<file path="src/rtl/stage_mem_lsu_pkg.sv">
// Shared constants for the memory-stage load/store unit: width codes and FSM states.
package stage_mem_lsu_pkg;

  localparam logic [2:0] F3_B  = 3'b000;
  localparam logic [2:0] F3_H  = 3'b001;
  localparam logic [2:0] F3_W  = 3'b010;
  localparam logic [2:0] F3_BU = 3'b100;
  localparam logic [2:0] F3_HU = 3'b101;

  typedef enum logic [1:0] {
    ST_IDLE = 2'd0,
    ST_BUSY = 2'd1,
    ST_DONE = 2'd2
  } lsu_state_t;

endpackage

</file>
<file path="src/rtl/stage_mem_lsu_align.sv">
// Byte-lane alignment: strobe/replicate for scalar stores, extract/extend for scalar loads.
module stage_mem_lsu_align
  import stage_mem_lsu_pkg::*;
#(
  parameter int XLEN = 32,
  localparam int NB = XLEN / 8,
  localparam int OFF_W = $clog2(NB)
) (
  input  logic [2:0]       st_func3,
  input  logic [OFF_W-1:0] st_offset,
  input  logic [XLEN-1:0]  st_data,
  output logic [XLEN-1:0]  st_wdata,
  output logic [NB-1:0]    st_wstrb,
  input  logic [2:0]       ld_func3,
  input  logic [OFF_W-1:0] ld_offset,
  input  logic [XLEN-1:0]  ld_raw,
  output logic [XLEN-1:0]  ld_data
);

  logic [7:0]  ld_byte;
  logic [15:0] ld_half;

  always_comb begin
    st_wdata = st_data;
    st_wstrb = '1;
    case (st_func3)
      F3_B: begin
        st_wdata = {NB{st_data[7:0]}};
        st_wstrb = NB'(1) << st_offset;
      end
      F3_H: begin
        st_wdata = {(NB / 2){st_data[15:0]}};
        st_wstrb = NB'(3) << {st_offset[OFF_W-1:1], 1'b0};
      end
      default: ;
    endcase
  end

  always_comb begin
    ld_byte = ld_raw[int'(ld_offset) * 8 +: 8];
    ld_half = ld_raw[int'(ld_offset[OFF_W-1:1]) * 16 +: 16];
    case (ld_func3)
      F3_B:    ld_data = {{(XLEN - 8){ld_byte[7]}}, ld_byte};
      F3_BU:   ld_data = {{(XLEN - 8){1'b0}}, ld_byte};
      F3_H:    ld_data = {{(XLEN - 16){ld_half[15]}}, ld_half};
      F3_HU:   ld_data = {{(XLEN - 16){1'b0}}, ld_half};
      default: ld_data = ld_raw;
    endcase
  end

endmodule

</file>
<file path="src/rtl/stage_mem_lsu.sv">
// Memory stage LSU: scalar and matrix-row loads/stores over a handshaked XLEN data port.
// state | meaning
// IDLE  | waiting for a valid load/store; BUSY | issuing beats until the last ack; DONE | one-cycle completion
module stage_mem_lsu
  import stage_mem_lsu_pkg::*;
#(
  parameter int XLEN   = 32,
  parameter int VLEN   = 128,
  parameter int ADDR_W = 32
) (
  input  logic                clk,
  input  logic                rst,
  input  logic                me_valid,
  input  logic                me_mem_read,
  input  logic                me_mem_write,
  input  logic                me_vec,
  input  logic [2:0]          me_func3_code,
  input  logic [ADDR_W-1:0]   me_alu_o,
  input  logic [4:0]          me_rs2,
  input  logic [XLEN-1:0]     me_regs_data2,
  input  logic [VLEN-1:0]     me_vec_wdata,
  input  logic                forward_data,
  input  logic [1:0]          wb_w_select,
  input  logic [XLEN-1:0]     w_regs_data,
  input  logic [VLEN-1:0]     w_matrix_data,
  output logic                dm_req,
  output logic                dm_we,
  output logic [ADDR_W-1:0]   dm_addr,
  output logic [XLEN-1:0]     dm_wdata,
  output logic [XLEN/8-1:0]   dm_wstrb,
  input  logic                dm_ack,
  input  logic [XLEN-1:0]     dm_rdata,
  output logic                me_stall,
  output logic                me_done,
  output logic [XLEN-1:0]     me_mem_data,
  output logic [VLEN-1:0]     me_vec_rdata
);

  localparam int NBEAT  = VLEN / XLEN;
  localparam int NBYTE  = XLEN / 8;
  localparam int OFF_W  = $clog2(NBYTE);
  localparam int BEAT_W = (NBEAT > 1) ? $clog2(NBEAT) : 1;
  localparam logic [BEAT_W-1:0] ROW_LAST = BEAT_W'(NBEAT - 1);

  lsu_state_t        state;
  logic [BEAT_W-1:0] beat;
  logic [BEAT_W-1:0] beat_nxt;
  logic [BEAT_W-1:0] last_beat;
  logic              is_vec;
  logic [2:0]        func3_q;
  logic [OFF_W-1:0]  off_q;
  logic [VLEN-1:0]   sdata;
  logic              accept;
  logic [XLEN-1:0]   scalar_sd;
  logic [VLEN-1:0]   row_sd;
  logic [XLEN-1:0]   st_wdata;
  logic [NBYTE-1:0]  st_wstrb;
  logic [XLEN-1:0]   ld_data;
  logic              rs2_unused;

  assign rs2_unused = ^me_rs2[4:BEAT_W];
  assign accept     = (state == ST_IDLE) & me_valid & (me_mem_read | me_mem_write);
  assign me_stall   = (state == ST_BUSY) | accept;
  assign beat_nxt   = beat + BEAT_W'(1);
  assign last_beat  = is_vec ? ROW_LAST : '0;

  // Store data is resolved once at accept, so later WB bus activity cannot corrupt it.
  always_comb begin
    row_sd = forward_data ? w_matrix_data : me_vec_wdata;
    if (!forward_data)
      scalar_sd = me_regs_data2;
    else if (wb_w_select == 2'b11)
      scalar_sd = w_matrix_data[int'(me_rs2[BEAT_W-1:0]) * XLEN +: XLEN];
    else
      scalar_sd = w_regs_data;
  end

  stage_mem_lsu_align #(.XLEN(XLEN)) u_align (
    .st_func3  (me_func3_code),
    .st_offset (me_alu_o[OFF_W-1:0]),
    .st_data   (scalar_sd),
    .st_wdata  (st_wdata),
    .st_wstrb  (st_wstrb),
    .ld_func3  (func3_q),
    .ld_offset (off_q),
    .ld_raw    (dm_rdata),
    .ld_data   (ld_data)
  );

  always_ff @(posedge clk or posedge rst) begin
    if (rst) begin
      state        <= ST_IDLE;
      beat         <= '0;
      is_vec       <= 1'b0;
      func3_q      <= '0;
      off_q        <= '0;
      sdata        <= '0;
      dm_req       <= 1'b0;
      dm_we        <= 1'b0;
      dm_addr      <= '0;
      dm_wdata     <= '0;
      dm_wstrb     <= '0;
      me_done      <= 1'b0;
      me_mem_data  <= '0;
      me_vec_rdata <= '0;
    end else begin
      case (state)
        ST_IDLE: begin
          if (accept) begin
            state    <= ST_BUSY;
            beat     <= '0;
            is_vec   <= me_vec;
            func3_q  <= me_func3_code;
            off_q    <= me_alu_o[OFF_W-1:0];
            sdata    <= row_sd;
            dm_req   <= 1'b1;
            dm_we    <= me_mem_write;
            dm_addr  <= {me_alu_o[ADDR_W-1:OFF_W], {OFF_W{1'b0}}};
            dm_wdata <= me_vec ? row_sd[XLEN-1:0] : st_wdata;
            dm_wstrb <= (me_mem_write & ~me_vec) ? st_wstrb : '1;
          end
        end
        ST_BUSY: begin
          if (dm_ack) begin
            if (!dm_we) begin
              if (is_vec)
                me_vec_rdata[int'(beat) * XLEN +: XLEN] <= dm_rdata;
              else
                me_mem_data <= ld_data;
            end
            if (beat == last_beat) begin
              dm_req  <= 1'b0;
              me_done <= 1'b1;
              state   <= ST_DONE;
            end else begin
              beat     <= beat_nxt;
              dm_addr  <= dm_addr + ADDR_W'(NBYTE);
              dm_wdata <= sdata[int'(beat_nxt) * XLEN +: XLEN];
            end
          end
        end
        ST_DONE: begin
          me_done <= 1'b0;
          state   <= ST_IDLE;
        end
        default: state <= ST_IDLE;
      endcase
    end
  end

endmodule

</file>
<file path="config.mk">
export PLATFORM = sky130hd
export DESIGN_NAME = stage_mem_lsu
export DESIGN_NICKNAME = d
export VERILOG_FILES = /design/src/rtl/stage_mem_lsu_pkg.sv /design/src/rtl/stage_mem_lsu_align.sv /design/src/rtl/stage_mem_lsu.sv
export SDC_FILE = /design/constraint.sdc
export NUM_CORES = 1
export LEC_CHECK = 0
export CORE_AREA = 2 2 249 251
export CTS_BUF_LIST = sky130_fd_sc_hd__clkbuf_4
export CTS_CLUSTER_DIAMETER = 100
export DETAILED_ROUTE_END_ITERATION = 6
export DIE_AREA = 0 0 251 253
export PLACE_DENSITY = 0.58
export SYNTH_ARGS = -nofsm -noshare
export SYNTH_HDL_FRONTEND = slang
export SYNTH_SLANG_ARGS = --single-unit
</file>
<file path="constraint.sdc">
create_clock -name clk -period 12.95 [get_ports clk]
set_input_delay 1.9425 -clock clk [delete_from_list [all_inputs] [get_ports clk]]
set_output_delay 1.9425 -clock clk [all_outputs]
set_load 0.05 [all_outputs]
</file>
==> flow_metrics.tcl, run 1 <==
set metrics [dict create \
    status "finished, violations left" \
    violations "DRC" \
    drt_wl_total_mm 86.65 \
    yosysTopAreaCell "dfrtp_1" \
    cts_buffers 104 \
    setup_viol 0 \
    cts-resized-gates 0 \
    die_y_um 253 \
    cap_viol_max_count 0 \
    grt_max_degree 261 \
    synthFlopType "dfrtp_1" \
    ioPinCount 634 \
    cp_common_cell "clkdlybuf4s50_1" \
    synthDominantCellAreaShare_pct 46.69 \
    min_path_type "reg -> reg" \
    arrival_ps 4380 \
    rsz0062_at_grt "false" \
    slowest_delay_ps 810 \
    fp.dieW_um 251 \
    ctsHtreeMaxLevel 3 \
    drtPass1Iterations 7 \
    worst-setup-path-type "in -> out" \
    hold_ws_ps 477.6 \
    finClkSkew_ps 71.54 \
    dieArea_um2 63500 \
    drv_slew 0 \
    synth-edff-count 0 \
    post_drt_wl_per_cell_um 24.03 \
    slowest_stage "clkdlybuf4s50_1" \
    fin_area_um2 27790 \
    fin_cells 3606 \
    gr-total-overflow 0 \
    grt_pass1_vias 19360 \
    crit_required_ps 11010 \
    cts_setup_buffers 0 \
    rows 91 \
    clk_pin_slew_worst_paths_ps 60 \
    critPathBufInv 2 \
    dp_hpwl_mm 64.87 \
    worst_setup_path_end_kind "output port" \
    portBuffers 628 \
    drive_gt1_share_pct 11.33 \
    synth.avg_cell_area_um2 9.270 \
    nNetsFinal 3122 \
    ir_drop_mv 0.09812 \
    slew-limit-headroom_pct 16.52 \
    numClockSinks 367 \
    placedCellCount 3398 \
    ys_seq_elements 367 \
    fin_crit_sh_pct 48.79 \
    grt_pass1_wl_mm 126.6 \
    final_common_cell "clkdlybuf4s50_1" \
    nFillCells 5945 \
    yosysSeqAreaShare_pct 46.69 \
    post_synth_instance_area_um2 19670 \
    crit_path_start_kind "input pin" \
    hold_violations 0 \
    drtIter0Drc 1371 \
    worst_pin_slew_ps 1248 \
    cp_top_family "buffers and inverters" \
    ctsHoldBuffers 0 \
    drtAntennaViolNets 0 \
    async_flop_share_pct 100.0 \
    fin_tns_setup_ps 0 \
    drc 1 \
    syn_to_final_growth_pct 41.29 \
    via_count 19160 \
    cp_max_fo 62 \
    max_freq_mhz 158.3 \
    clk_path_buf_depth 3 \
    final_cell_mix "clkdlybuf4s50_1, nand2_1, dfrtp_1" \
    cts-root-buf "clkbuf_4" \
    synth_warnings 0 \
    gp_congestion 0.9237 \
    ys_types 69 \
    netlist_instances 2122 \
    timing.final.crit_period_ps 6318 \
    viasPerCell 5.314 \
    synth_area_leaders "dfrtp_1, nand2_1, o21ai_0, mux2i_1, mux4_2" \
    p_leak_uw 0.01159 \
    finish.utilization_pct 45.54 \
    coreArea_um2 61030 \
    antenna_found_initial 38 \
    cts_tree "yes" \
    powerDensity_nw_per_um2 213.0 \
    clkLatencyLatePin_ps 860 \
    track_usage_pct 26.90 \
    start_util_pct 32.23 \
    cp_cell_sequence "clkdlybuf4s50_1 -> nor2_1 -> or4b_4 -> nand2_1 -> clkdlybuf4s50_1" \
    dpl_cell_area_um2 26370 \
]
[routing by layer]
layer / global-route usage [%] / wire [µm] / vias up
met1: 31.72 / 33900 / 9215
met4: 13.35 / 3896 / 28
li1: - / - / 8839
met3: 7.535 / 7201 / 212
met5: 0 / 189 / -
met2: 45.07 / 41460 / 868
[through the flow]
step | worst slack, ps | power (µW)
after floorplan | 818.7 | 3752
after global placement | 6617 | 4762
after detailed placement | 6612 | 4813
after CTS | 6611 | 5970
after global routing | 6524 | 6288
final | 6632 | 5919
[flip-flops by register name, indices dropped and copies added, names as in the netlist]
signal,flops
dm_wstrb,4
state,2
dm_wdata,32
me_mem_data,32
dm_we,1
me_vec_rdata,128
func3_q,3
off_q,2
sdata,128
me_done,1
is_vec,1
dm_addr,30
beat,2
dm_req,1
[power breakdown]
part           total, µW  switching, µW  internal [µW]
logic               2890           1860           1030
registers           1900            332           1570
clock network       1130            532            598
[synthesized netlist by cell type, types with 11 or more instances]
| cell type | n |
|---|---|
| mux2i_1 | 131 |
| a221oi_1 | 14 |
| a21oi_1 | 100 |
| a211oi_1 | 20 |
| o211ai_1 | 18 |
| a31oi_1 | 15 |
| a311oi_1 | 11 |
| nor2_1 | 65 |
| a22oi_1 | 11 |
| clkbuf_1 | 103 |
| mux2_2 | 29 |
| o311ai_1 | 11 |
| buf_2 | 34 |
| nand3_1 | 20 |
| a21boi_0 | 11 |
| and3_1 | 20 |
| buf_6 | 23 |
| nor3_1 | 37 |
| inv_1 | 15 |
| dfrtp_1 | 367 |
| o21ai_0 | 285 |
| a222oi_1 | 11 |
| o21ai_1 | 43 |
| mux4_2 | 52 |
| nand2_1 | 556 |
[worst reg2reg max path, cell delays in order, from the launching register on]
cell	delay [ps]
dfrtp_4	990
nor3_1	250
or3_2	880
nand2_2	550
buf_4	530
a311oi_1	190
a211oi_1	270
[cells by family (layout without fill, tap and decap cells)]
kind of cell,after synthesis,in the layout,share of synthesized area (%)
other cells,1,19,0.01906
buf+inv,191,867,4.891
fa+ha+maj,6,6,0.3816
flops,367,367,46.69
mux,213,213,14.36
simple gates,748,748,15.85
compound gates,596,596,17.82
[cell type report]
| class | count | area (µm²) | area share [%] |
|---|---|---|---|
| repair buffers | 661 | 6536 | 23.52 |
| flip-flops and latches | 367 | 9188 | 33.06 |
| well taps | 790 | 988.4 | 3.556 |
| clock inverters | 39 | 235.2 | 0.8464 |
| inverters | 15 | 63.81 | 0.2296 |
| diodes | 17 | 42.54 | 0.1531 |
| multi-input cells | 1565 | 9598 | 34.53 |
| clock buffers | 152 | 1141 | 4.106 |
[final timing paths]
| path | startpoint | cells after the start | to | slack [ps] |
|---|---|---|---|---|
| worst max-delay path | me_mem_write | 5 | me_stall | 6630 |
| worst min-delay path | sdata[94]$_DFFE_PP0P_ | 2 | sdata[94]$_DFFE_PP0P_ | 480 |
| worst max register to register | beat[0]$_DFFE_PP0P_ | 6 | dm_addr[30]$_DFFE_PP0P_ | 9170 |
| worst min register to register | sdata[94]$_DFFE_PP0P_ | 2 | sdata[94]$_DFFE_PP0P_ | 480 |
| max in group asynchronous | rst | 4 | sdata[116]$_DFFE_PP0P_ | 9090 |
| min in group asynchronous | rst | 2 | sdata[32]$_DFFE_PP0P_ | 1600 |
(Power assumes the default switching activity.)
==> inputs of run 2 (changes only) <==
==> constraint.sdc (replaced) <==
create_clock -name clk -period 5.25 [get_ports clk]
set_input_delay 0.7875 -clock clk [delete_from_list [all_inputs] [get_ports clk]]
set_output_delay 0.7875 -clock clk [all_outputs]
set_load 0.05 [all_outputs]
==> flow_metrics.tcl, run 2 (synthesis results as in run 1) <==
set metrics [dict create \
    viasPerCell 5.336 \
    fin_crit_sh_pct 77.98 \
    ir_drop_mv 0.2039 \
    numClockSinks 367 \
    final_common_cell "clkdlybuf4s50_1" \
    worst-setup-path-type "reg -> out" \
    powerDensity_nw_per_um2 522.9 \
    dieArea_um2 63500 \
    clkLatencyLatePin_ps 860 \
    min_path_type "in -> async" \
    drv_slew 0 \
    grt_pass1_wl_mm 125.9 \
    ioPinCount 634 \
    worst_setup_path_end_kind "output port" \
    gr-total-overflow 0 \
    dpl_cell_area_um2 26430 \
    cp_cell_sequence "or4b_4 -> nand2_1 -> clkdlybuf4s50_1" \
    hold_violations 0 \
    track_usage_pct 26.77 \
    final_cell_mix "clkdlybuf4s50_1, nand2_1, dfrtp_1" \
    worst_pin_slew_ps 1199 \
    max_freq_mhz 244.3 \
    drtIter0Drc 1350 \
    grt_pass1_vias 19090 \
    arrival_ps 3310 \
    finalWorstSetupSlack_ps 1156 \
    crit_required_ps 4460 \
    dp_slack_ps 1349 \
    via_count 19170 \
    finish.utilization_pct 45.46 \
    cts_buffers 103 \
    critPathBufInv 1 \
    start_util_pct 32.23 \
    setup_viol 0 \
    cap_viol_max_count 0 \
    clk_pin_slew_worst_paths_ps 70 \
    drc 0 \
    cts_setup_buffers 0 \
    p_leak_uw 0.01154 \
    drtAntennaViolNets 0 \
    cts-resized-gates 0 \
    rsz0062_at_grt "false" \
    grt_max_degree 229 \
    cts_tree "yes" \
    drt_wl_total_mm 87.21 \
    ctsHtreeMaxLevel 3 \
    drive_gt1_share_pct 11.10 \
    seqCellArea_um2 9188 \
    cts-root-buf "clkbuf_4" \
    clk_path_buf_depth 3 \
    crit_path_start_kind "flip-flop" \
    slew-limit-headroom_pct 20.06 \
    antenna_found_initial 41 \
    drtPass1Iterations 6 \
    fp.dieW_um 251 \
    timing.final.crit_period_ps 4094 \
    fin_tns_setup_ps 0 \
    placedCellCount 3399 \
    nNetsFinal 3122 \
    multiInputGateArea_um2 9598 \
    coreArea_um2 61030 \
    cp_top_family "simple AND/OR/NAND/NOR gates" \
    syn_to_final_growth_pct 41.03 \
    ctsHoldBuffers 0 \
    slowest_delay_ps 860 \
    cp_max_fo 28 \
    portBuffers 628 \
    dp_hpwl_mm 65.62 \
    post_drt_wl_per_cell_um 24.27 \
    fin_cells 3593 \
    rows 91 \
    reg.largest.list "me_vec_rdata: 128 flops, sdata: 128 flops" \
    fin_area_um2 27740 \
    status "complete, no violations" \
    slowest_stage "or4b_4" \
    gp_congestion 0.9161 \
    finClkSkew_ps 37.30 \
    nFillCells 5915 \
    die_y_um 253 \
]
==> run 2: cell type report <==
class,count,share of cell area [%]
Inverter,15,0.2165
Clock buffer,146,3.951
Clock inverter,28,0.6088
Multi-Input combinational cell,1565,34.60
Sequential cell,367,33.12
Tap cell,790,3.563
Timing Repair Buffer,662,23.77
Antenna cell,20,0.1804
==> run 2: metal layers <==
layer / wire length, µm / track usage [%]
met1: 33110 / 30.52
met2: 42520 / 45.52
met3: 7641 / 8.563
met4: 3680 / 12.81
met5: 253 / 0
==> run 2: through the flow <==
step	total power (µW)	hold slack, ps
2_1_floorplan	9256	443.8
6_report	14510	434.1
3_5_place_dp	11910	466.0
4_1_cts	14620	349.3
3_3_place_gp	11770	455.6
5_1_grt	15360	414.7
==> run 2: final timing paths <==
| check | cells past startpoint | slack (ps) | to | from |
|---|---|---|---|---|
| worst max-delay path | 3 | 1160 | me_stall | state[0]$_DFFE_PP0P_ |
| worst min-delay path | 2 | 430 | me_vec_rdata[85]$_DFFE_PP0P_ | rst |
| worst max register to register | 6 | 1580 | dm_addr[21]$_DFFE_PP0P_ | beat[0]$_DFFE_PP0P_ |
| worst min register to register | 2 | 480 | sdata[83]$_DFFE_PP0P_ | sdata[83]$_DFFE_PP0P_ |
| max in group asynchronous | 3 | 3630 | me_vec_rdata[81]$_DFFE_PP0P_ | rst |
| min in group clk | 2 | 480 | sdata[83]$_DFFE_PP0P_ | sdata[83]$_DFFE_PP0P_ |
==> run 2: power breakdown <==
group	internal (µW)	leakage [µW]	switching [µW]
Sequential	3870	0.00468	842
Clock	1360	0.000748	1280
Combinational	2560	0.00611	4600
